File: src/rtl/ahb_slave_fifo_front.sv
// ahb_slave_fifo_front: AHB slave front end that queues bridge transfers into an ordered request FIFO
module ahb_slave_fifo_front #(
  parameter int ADDR_W = 32,
  parameter int DATA_W = 32,
  parameter int DEPTH = 4
) (
  input  logic                       clock,
  input  logic                       reset,
  input  logic                       HSELAPB,
  input  logic [ADDR_W-1:0]          HADDR,
  input  logic [1:0]                 HTRANS,
  input  logic                       HWRITE,
  input  logic [2:0]                 HSIZE,
  input  logic [2:0]                 HBURST,
  input  logic [DATA_W-1:0]          HWDATA,
  input  logic                       HREADYin,
  output logic                       HREADYout,
  output logic [1:0]                 HRESP,
  output logic [DATA_W-1:0]          HRDATA,
  output logic                       req_valid,
  input  logic                       req_ready,
  output logic [ADDR_W-1:0]          req_addr,
  output logic                       req_write,
  output logic [2:0]                 req_size,
  output logic [DATA_W-1:0]          req_wdata,
  input  logic                       rsp_valid,
  input  logic [DATA_W-1:0]          rsp_rdata,
  input  logic                       rsp_err,
  output logic [$clog2(DEPTH+1)-1:0] fifo_level
);
  localparam int PW = $clog2(DEPTH);
  localparam int LW = $clog2(DEPTH+1);
  localparam int EW = ADDR_W + 4 + DATA_W;
  localparam logic [2:0] MAXS = (DATA_W == 64) ? 3'd3 : 3'd2;
  typedef enum logic [2:0] {IDLE, WDATA, WSTALL, RPUSH, RWAIT, RDONE, ERR1, ERR2} state_t;
  state_t state, nstate, acc_state;
  logic [EW-1:0] mem [DEPTH];
  logic [PW-1:0] wptr, rptr;
  logic [ADDR_W-1:0] hold_addr;
  logic [2:0] hold_size;
  logic [DATA_W-1:0] wbuf, push_data;
  logic [LW-1:0] level_next;
  logic space, open, accept, illegal, push, pop, unused_hburst;
  assign unused_hburst = ^HBURST;
  assign space = fifo_level < LW'(DEPTH);
  assign open = (state inside {IDLE, RDONE, ERR2}) | (state == WDATA & space);
  assign accept = open & HSELAPB & HREADYin & HTRANS[1];
  assign illegal = (HSIZE > MAXS) | ((HADDR[2:0] & ~(3'h7 << HSIZE)) != 3'h0);
  assign acc_state = !accept ? IDLE : illegal ? ERR1 : HWRITE ? WDATA : RPUSH;
  assign push = space & (state inside {WDATA, WSTALL, RPUSH});
  assign pop = req_valid & req_ready;
  assign push_data = state == WDATA ? HWDATA : state == WSTALL ? wbuf : '0;
  assign level_next = fifo_level + LW'(push) - LW'(pop);
  assign req_valid = fifo_level != '0;
  assign {req_addr, req_write, req_size, req_wdata} = req_valid ? mem[rptr] : '0;
  always_comb begin
    nstate = state;
    unique case (state)
      IDLE, RDONE, ERR2: nstate = acc_state;
      WDATA:  nstate = space ? acc_state : WSTALL;
      WSTALL: nstate = space ? IDLE : WSTALL;
      RPUSH:  nstate = space ? RWAIT : RPUSH;
      RWAIT:  nstate = !rsp_valid ? RWAIT : rsp_err ? ERR1 : RDONE;
      ERR1:   nstate = ERR2;
      default: nstate = IDLE;
    endcase
  end
  always_ff @(posedge clock)
    if (push) mem[wptr] <= {hold_addr, state != RPUSH, hold_size, push_data};
  always_ff @(posedge clock) begin
    if (reset) begin
      state <= IDLE;
      HREADYout <= 1'b1;
      HRESP <= 2'b00;
      HRDATA <= '0;
      hold_addr <= '0;
      hold_size <= '0;
      wbuf <= '0;
      wptr <= '0;
      rptr <= '0;
      fifo_level <= '0;
    end else begin
      state <= nstate;
      HREADYout <= (nstate inside {IDLE, RDONE, ERR2}) | (nstate == WDATA & level_next < LW'(DEPTH));
      HRESP <= {1'b0, nstate inside {ERR1, ERR2}};
      if (accept) begin
        hold_addr <= HADDR;
        hold_size <= HSIZE;
      end
      if (state == WDATA & !space) wbuf <= HWDATA;
      if (state == RWAIT & rsp_valid & !rsp_err) HRDATA <= rsp_rdata;
      if (push) wptr <= wptr + PW'(1);
      if (pop) rptr <= rptr + PW'(1);
      fifo_level <= level_next;
    end
  end
endmodule

File: config.mk
export PLATFORM = sky130hd
export DESIGN_NAME = ahb_slave_fifo_front
export DESIGN_NICKNAME = d
export VERILOG_FILES = /design/src/rtl/ahb_slave_fifo_front.sv
export SDC_FILE = /design/constraint.sdc
export NUM_CORES = 1
export LEC_CHECK = 0
export BUFFER_PORTS_ARGS = -buffer_cell sky130_fd_sc_hd__buf_2
export CAP_MARGIN = 20
export CORE_MARGIN = 8
export CORE_UTILIZATION = 53
export CTS_BUF_LIST = sky130_fd_sc_hd__clkbuf_8
export DETAILED_ROUTE_END_ITERATION = 10
export PLACE_DENSITY = 0.84
export SYNTH_ARGS = -nofsm -noshare
export SYNTH_HDL_FRONTEND = slang
export SYNTH_SLANG_ARGS = --single-unit
File: constraint.sdc
create_clock -name clock -period 3.15 [get_ports clock]
set_clock_uncertainty 0.1 [all_clocks]
set_input_delay 0.1575 -clock clock [delete_from_list [all_inputs] [get_ports clock]]
set_output_delay 0.1575 -clock clock [all_outputs]
set_load 0.05 [all_outputs]
; ---- Yosys cells after proc, flatten, opt, wreduce, memory -nomap -nowiden
; Memory sizes are Yosys's and may differ from the RTL's. A register that Yosys moved wholly into a read port is not among the register bits.
; Cells that the tools add are included.
; W data, S select, Z words.
[word_totals]
mem_count = 1
mem_bits_rw = 272
ff_bits = 112
wordCells = 74
[mem_list]
columns = memory, words, width, rd, rd_clocked_by_memory_dff, wr, line
row1 = mem, 4, 68, 1, 1, 1, 37  ; logic [EW-1:0] mem [DEPTH];
[classes]
bitwise_logic = 15
shift = 1
n_eq_ne = 12
reduce_logical = 11
n_mux = 16
add_sub_neg = 4
magnitude_cmp = 3
[ops]
columns = op, count
row1 = $mux W68, 1
row2 = $mux W32, 2
row3 = $eq A3 B3 Y1 const B, 7
row4 = $pmux W3 S6, 1
row5 = $reduce_bool A3 Y1, 5
row6 = $mux W2, 6
row7 = $mux W3, 4
row8 = $and A1 B1 Y1, 10
row9 = $eq A3 B1 Y1 const B, 2
row10 = $eq A3 B2 Y1 const B, 2
row11 = $logic_not A3 Y1, 2
row12 = $lt A3 B3 Y1 const B, 2
row13 = $add A2 B1 Y2 const B, 2
row14 = $add A3 B1 Y3, 1
row15 = $and A3 B3 Y3, 1
row16 = $gt A3 B2 Y1 const B, 1
row17 = $ne A3 B2 Y1 const B, 1
row18 = $not A3 Y3, 1
row19 = $or A1 B1 Y1, 3
row20 = $reduce_or A3 Y1, 1
row21 = $shl A3 B3 Y3 const A, 1
row22 = $sub A3 B1 Y3, 1
row23 = $logic_not A1 Y1, 2
row24 = $mux W1, 2
row25 = $reduce_bool A2 Y1, 1

; ---- Longest topological paths before layout
; Gate-level depths: netlist of the first run.
[logic_depth]
word_depth = 12
mapped_depth = 12
depth_no_buf = 11

; ---- Least setup slack after synthesis of the first run
; No wires, ideal clock.
[synth_path]
path_type = flip-flop to flip-flop
start = register fifo_level[2]
end = memory mem[1][0] (netlist bit), enable pin
arrival_ns = 2.763
t_required_ns = 2.617
setup_time_ns = 0.433
setup_slack_ns = -0.146
path_stages_with_launch = 3
cell_sequence = dfxtp_1 nor3_1 and2_1
[synth_via]
elab_chain_cells = 4
[synth_lines]
columns = item, line
row1 = "start, declared", 29  ; output logic [$clog2(DEPTH+1)-1:0] fifo_level
row2 = "start signal, assigned", 94  ; fifo_level <= level_next;
row3 = $lt A3 B3 Y1, 45  ; assign space = fifo_level < LW'(DEPTH);
row4 = $and A1 B1 Y1, 50  ; assign push = space & (state inside {WDATA, WSTALL, RPUSH});
row5 = $mux W1, 69  ; if (push) mem[wptr] <= {hold_addr, state != RPUSH, hold_size, push_data};
row6 = $mux W1 (not written as such), 69
row7 = "end, declared", 37
; Every way passes these cells.

==> flow_metrics.py, run 1 <==
metrics = {
    "grt": {
        "antenna_found_initial": 3,
        "grt.overflow.total": 0,
        "grt_use_total": 0.2113,
        "grt_pass1_vias": 10160,
        "grt_max_degree": 71,
        "grt_pass1_wl_um": 55640,
    },
    "worst_setup_path": {
        "startpoint_type": "flop",
        "cp.arrival_ps": 2580,
        "cp-end-kind": "output port",
        "crit_fanout": 24,
        "worstPathRequired_ps": 2890,
        "critPathKind": "reg -> out",
    },
    "sta": {
        "finalHoldViolations": 0,
        "grt_setup_unrepaired": "false",
        "post-route-min-period_ps": 2838,
        "fin_hold_ws_ps": 62.25,
        "fmax_ghz": 0.3524,
        "setup_tns_ps": 0,
        "fin_crit_sh": 0.9010,
        "final_max_slew_viol_count": 0,
        "setup_viol": 0,
        "relSlewSlack": 0.2911,
        "worst_pin_slew_ps": 1063,
    },
    "floorplanning": {
        "die_area_um2": 33510,
        "die_w_um": 183.1,
        "ioPinCount": 219,
        "initial_utilization": 0.5353,
        "die_y_um": 183.1,
        "rows": 61,
        "core_um2": 27630,
    },
    "route": {
        "vias": 9517,
        "routed_via_density": 5.392,
        "drt-total-wl_um": 35340,
        "routedWlPerCell_um": 20.02,
        "drt_first_pass_iters": 5,
        "drtIter0Drc": 656,
        "ant_nets": 0,
        "drc": 0,
    },
    "clock_network": {
        "hold_buffers": 104,
        "ctsResizeCount": 0,
        "tritoncts": "done",
        "cts-root-buf": "clkbuf_8",
        "cts-htree-levels": 2,
        "clk_pin_slew_worst_paths_ps": 60,
        "clock_path_buffers": 3,
        "clk_latency_ps": 590,
        "cts_setup_buffers": 0,
        "cts_made_buffers": 58,
        "clock-sinks": 385,
    },
    "yosys": {
        "async_flop_share": 0,
        "ys_types": 41,
        "synth_warnings": 0,
        "yosys_most_used_dff": "edfxtp_1",
        "avgSynthCellArea_um2": 14.88,
        "synth_edf_count": 272,
        "ys_seq_area_frac": 0.7052,
        "netlist_instances": 994,
        "syn_nets": 1113,
        "ys_ff_latch": 385,
        "syn_area_um2": 14790,
    },
    "cells_and_area": {
        "final_layout_size_suffix_gt1_frac": 0.2924,
        "area_growth_pct": 25.40,
        "fin_nets": 1455,
        "postLayoutCoreUtil": 0.6713,
        "layout_commonest_cell": "edfxtp_1",
        "fin_cells": 1765,
        "final_cell_mix": "edfxtp_1 (272), buf_2 (212), nand2_1 (200)",
    },
    "placed_design": {
        "gp_congestion": 0.7733,
        "port_buffers": 213,
        "hpwl_um": 20520,
        "dp.cells": 1550,
    },
    "power": {
        "ir_drop_uv": 419.1,
        "powerDensity_nw_per_um2": 758.3,
        "p_leak_uw": 0.006877,
        "power_uw": 14060,
    },
    "min_path": {
        "min_path_type": "in -> reg",
    },
    "run_status": {
        "outcome": "finished, final reports clean",
    },
    "flow_run": {
        "cap_violations": 0,
    },
}
## sequential cells by signal, summed over array words and instances, names as in the netlist, named ones only
| signal | cells |
|---|---|
| mem | 272 |
| HREADYout | 1 |
| hold_size | 3 |
| wbuf | 32 |
| rptr | 2 |
| wptr | 2 |
| HRESP | 1 |
| HRDATA | 32 |
| hold_addr | 32 |
| state | 3 |
| fifo_level | 3 |
## cells in the mapped netlist, drive strengths merged, types with 4 or more instances
library cell	count	area share
and2	74	0.031
buf	31	0.013
ha	6	0.0051
clkbuf	35	0.0089
dfxtp	113	0.15
a21oi	104	0.035
nand2	200	0.051
nor2	12	0.0030
nor2b	5	0.0026
a22o	32	0.019
nor3	5	0.0024
xnor2	4	0.0024
edfxtp	272	0.55
mux4	68	0.10
inv	8	0.0020
## power by group
| part | switching [µW] | leakage, µW | internal (µW) |
|---|---|---|---|
| registers | 159 | 0.00352 | 5520 |
| clock network | 1860 | 0.000691 | 2070 |
| logic | 3050 | 0.00266 | 1410 |
## cell families (layout without fill, tap and decap cells)
family,after synthesis,after routing,synth area share
other cells,1,3,0.0002535
compound gates,146,146,0.06065
flops,385,385,0.7052
xor+xnor,5,5,0.002961
mux,69,69,0.1042
simple gates,307,307,0.09593
fa+ha+maj,7,7,0.006429
buf+inv,74,465,0.02436
## area by class of cell
| type | instances | area (µm²) |
|---|---|---|
| flip-flops and latches | 385 | 10440 |
| fillers | 1866 | 9082 |
| multi-input cells | 535 | 4029 |
| repair buffers | 348 | 2430 |
| clock buffers | 69 | 949.7 |
| well taps | 378 | 473.0 |
| clock inverters | 40 | 192.7 |
| inverters | 8 | 30.03 |
| diodes | 2 | 5.005 |
## critical path, cell delays in order, from the launching register on
cell and delay, ps:
dfxtp_4 690, buf_4 350, mux4_2 550, and2_1 190
buf_2 210
## metal layers
metal,global-route usage,up-vias,share of wire
met5,0,-,0.00051
met4,0.06409,4,0.017
met3,0.05065,64,0.078
met2,0.3782,419,0.51
met1,0.2495,4678,0.39
li1,-,4352,-
## stage by stage
stage          worst slack, ps  instance area (µm²)
2_1_floorplan            139.8                14800
3_3_place_gp             378.3                16360
3_5_place_dp             347.2                16360
4_1_cts                  222.0                18540
5_1_grt                  115.2                18540
6_report                 311.9                18550
## path summary, 6_finish.rpt
check | from | cells after the start | slack (ps) | to
min reg2reg | HRDATA[17] | 2 | 350 | HRDATA[17]
min | reset | 2 | 60 | flop
max reg2reg | fifo_level[2] | 10 | 340 | HREADYout
max | flop | 4 | 310 | req_addr[15]
Power figures use the tool's default switching activity.
==> inputs of run 2 (changes only) <==
- PLACE_DENSITY: 0.84 -> 0.87
- RECOVER_POWER: default -> 50
==> flow_metrics.py, run 2 (synthesis results as in run 1) <==
metrics = {
    "run_status": {
        "outcome": "finished, final reports clean",
    },
    "clock_network": {
        "clock_path_buffers": 3,
        "cts-root-buf": "clkbuf_8",
        "cts-htree-levels": 2,
        "ctsResizeCount": 0,
        "clock-sinks": 385,
        "tritoncts": "done",
        "clk_latency_ps": 580,
        "cts_made_buffers": 59,
        "cts_setup_buffers": 0,
        "hold_buffers": 102,
        "clk_pin_slew_worst_paths_ps": 60,
    },
    "sta": {
        "relSlewSlack": 0.3859,
        "setup_tns_ps": 0,
        "layout_setup_ws_ps": 270.9,
        "grt_setup_unrepaired": "false",
        "fin_crit_sh": 0.9140,
        "final_max_slew_viol_count": 0,
        "fmax_ghz": 0.3473,
        "worst_pin_slew_ps": 921.2,
        "setup_viol": 0,
        "post-route-min-period_ps": 2879,
        "finalHoldViolations": 0,
    },
    "worst_setup_path": {
        "r2r_slack_ps": 270,
        "crit_family": "adder cells",
        "crit_fanout": 3,
        "cp.arrival_ps": 3230,
        "cp_slowest_stage_delay_ps": 480,
        "crit_slowest_cell": "or3_2",
        "cp-end-kind": "flop",
        "cp_cell_sequence": "or3_2, and2_0, ha_1, inv_1, ha_1, fa_1, xnor2_1, xnor2_1, nand2b_1, a311o_1",
        "worstPathRequired_ps": 3500,
        "startpoint_type": "flop",
        "critPathKind": "reg -> reg",
        "crit_buf_inv": 1,
    },
    "grt": {
        "antenna_found_initial": 2,
        "grt_use_total": 0.2103,
        "grt_max_degree": 70,
        "grt_pass1_wl_um": 54940,
        "grt.overflow.total": 0,
        "grt_pass1_vias": 10120,
    },
    "power": {
        "p_leak_uw": 0.006705,
        "power_uw": 14500,
        "switching_share": 0.3516,
        "clock_power_share": 0.302,
        "internal-power_uw": 9400,
        "powerDensity_nw_per_um2": 781.1,
        "power_frac_comb": 0.306,
        "p_switching_uw": 5098,
        "ir_drop_uv": 472.5,
        "seqPwrFrac": 0.392,
    },
    "floorplanning": {
        "ioPinCount": 219,
        "die_y_um": 183.1,
        "die_area_um2": 33510,
        "core_um2": 27630,
        "initial_utilization": 0.5353,
        "rows": 61,
        "die_w_um": 183.1,
    },
    "cells_and_area": {
        "regMostFlops": "mem",
        "multi_input_area_um2": 3993,
        "area_growth_pct": 25.49,
        "final_cell_area_um2": 18560,
        "seq_area_um2": 10440,
        "fillers": 1923,
        "layout_commonest_cell": "edfxtp_1",
        "final_cell_mix": "edfxtp_1 (272), nand2_1 (200), buf_2 (175)",
        "largest_reg_flops": 272,
        "final_layout_size_suffix_gt1_frac": 0.2654,
        "fin_nets": 1451,
        "fin_cells": 1763,
    },
    "placed_design": {
        "port_buffers": 213,
        "place_area_um2": 16330,
        "pre_cts_slack_ps": 301.5,
        "dp.cells": 1546,
        "gp_congestion": 0.7658,
        "hpwl_um": 19790,
    },
    "route": {
        "drt-total-wl_um": 35590,
        "routedWlPerCell_um": 20.19,
        "drtIter0Drc": 578,
        "drc": 0,
        "vias": 9568,
        "drt_first_pass_iters": 5,
        "ant_nets": 0,
        "routed_via_density": 5.427,
    },
    "flow_run": {
        "cap_violations": 0,
    },
    "min_path": {
        "min_path_type": "in -> reg",
    },
}
[run 2: changes by cell type in the layout (fill, tap and decap cells not counted), sizes merged]
cell | before | now
buf | 244 | 200
clkbuf | 69 | 107
inv | 39 | 27
clkinv | 6 | 17
bufinv | 1 | 7
dlygate4sd3 | 104 | 102
clkinvlp | 2 | 3
[run 2: worst paths after layout]
path	startpoint	to	cells past startpoint
worst min-delay path	reset	rptr[0]	2
worst min register to register	HRDATA[17]	HRDATA[17]	2
worst max-delay path	fifo_level[2]	HREADYout	10
worst max register to register	fifo_level[2]	HREADYout	10
[run 2: power groups by stage]
| stage | Combinational [µW] | Sequential, µW | Clock, µW |
|---|---|---|---|
| 2_1_floorplan | 3310 | 5750 | 0 |
| 3_3_place_gp | 4340 | 5790 | 0 |
| 3_5_place_dp | 4360 | 5800 | 0 |
| 4_1_cts | 4470 | 5690 | 4460 |
| 5_1_grt | 4680 | 5710 | 4670 |
| 6_report | 4440 | 5680 | 4380 |
[run 2: final cells by class]
| cell class | count | area share |
|---|---|---|
| sequential | 385 | 0.5624 |
| antenna | 2 | 0.0002697 |
| clock buffer | 66 | 0.04894 |
| timing repair buffer | 343 | 0.1259 |
| multi-input combinational | 535 | 0.2151 |
| tap | 378 | 0.02548 |
| clock inverter | 46 | 0.02036 |
| inverter | 8 | 0.001618 |
[run 2: metrics by stage]
| step | utilization | hold slack, ps |
|---|---|---|
| 6_report | 0.6718 | 54.27 |
| 5_1_grt | 0.6717 | 60.86 |
| 4_1_cts | 0.6745 | 6.429 |
| 3_5_place_dp | 0.5910 | 302.4 |
| 3_3_place_gp | 0.5910 | 296.1 |
| 2_1_floorplan | - | 193.5 |
[run 2: routing by layer]
metal / share of wire / GRT usage / up-vias / wire length [µm]
met4: 0.023 / 0.06409 / 2 / 822
met2: 0.52 / 0.3817 / 403 / 18510
met1: 0.38 / 0.2438 / 4750 / 13660
met3: 0.073 / 0.04986 / 69 / 2595
met5: 0.00022 / 0 / - / 8
li1: - / - / 4344 / -
[run 2: worst register-to-register path, cell delays in order (launching register included)]
cell and delay [ps]:
dfxtp_1 310, or3_2 480, and2_0 220, ha_1 290, inv_1 40, ha_1 180
fa_1 370, xnor2_1 200, xnor2_1 160, nand2b_1 80, a311o_1 320
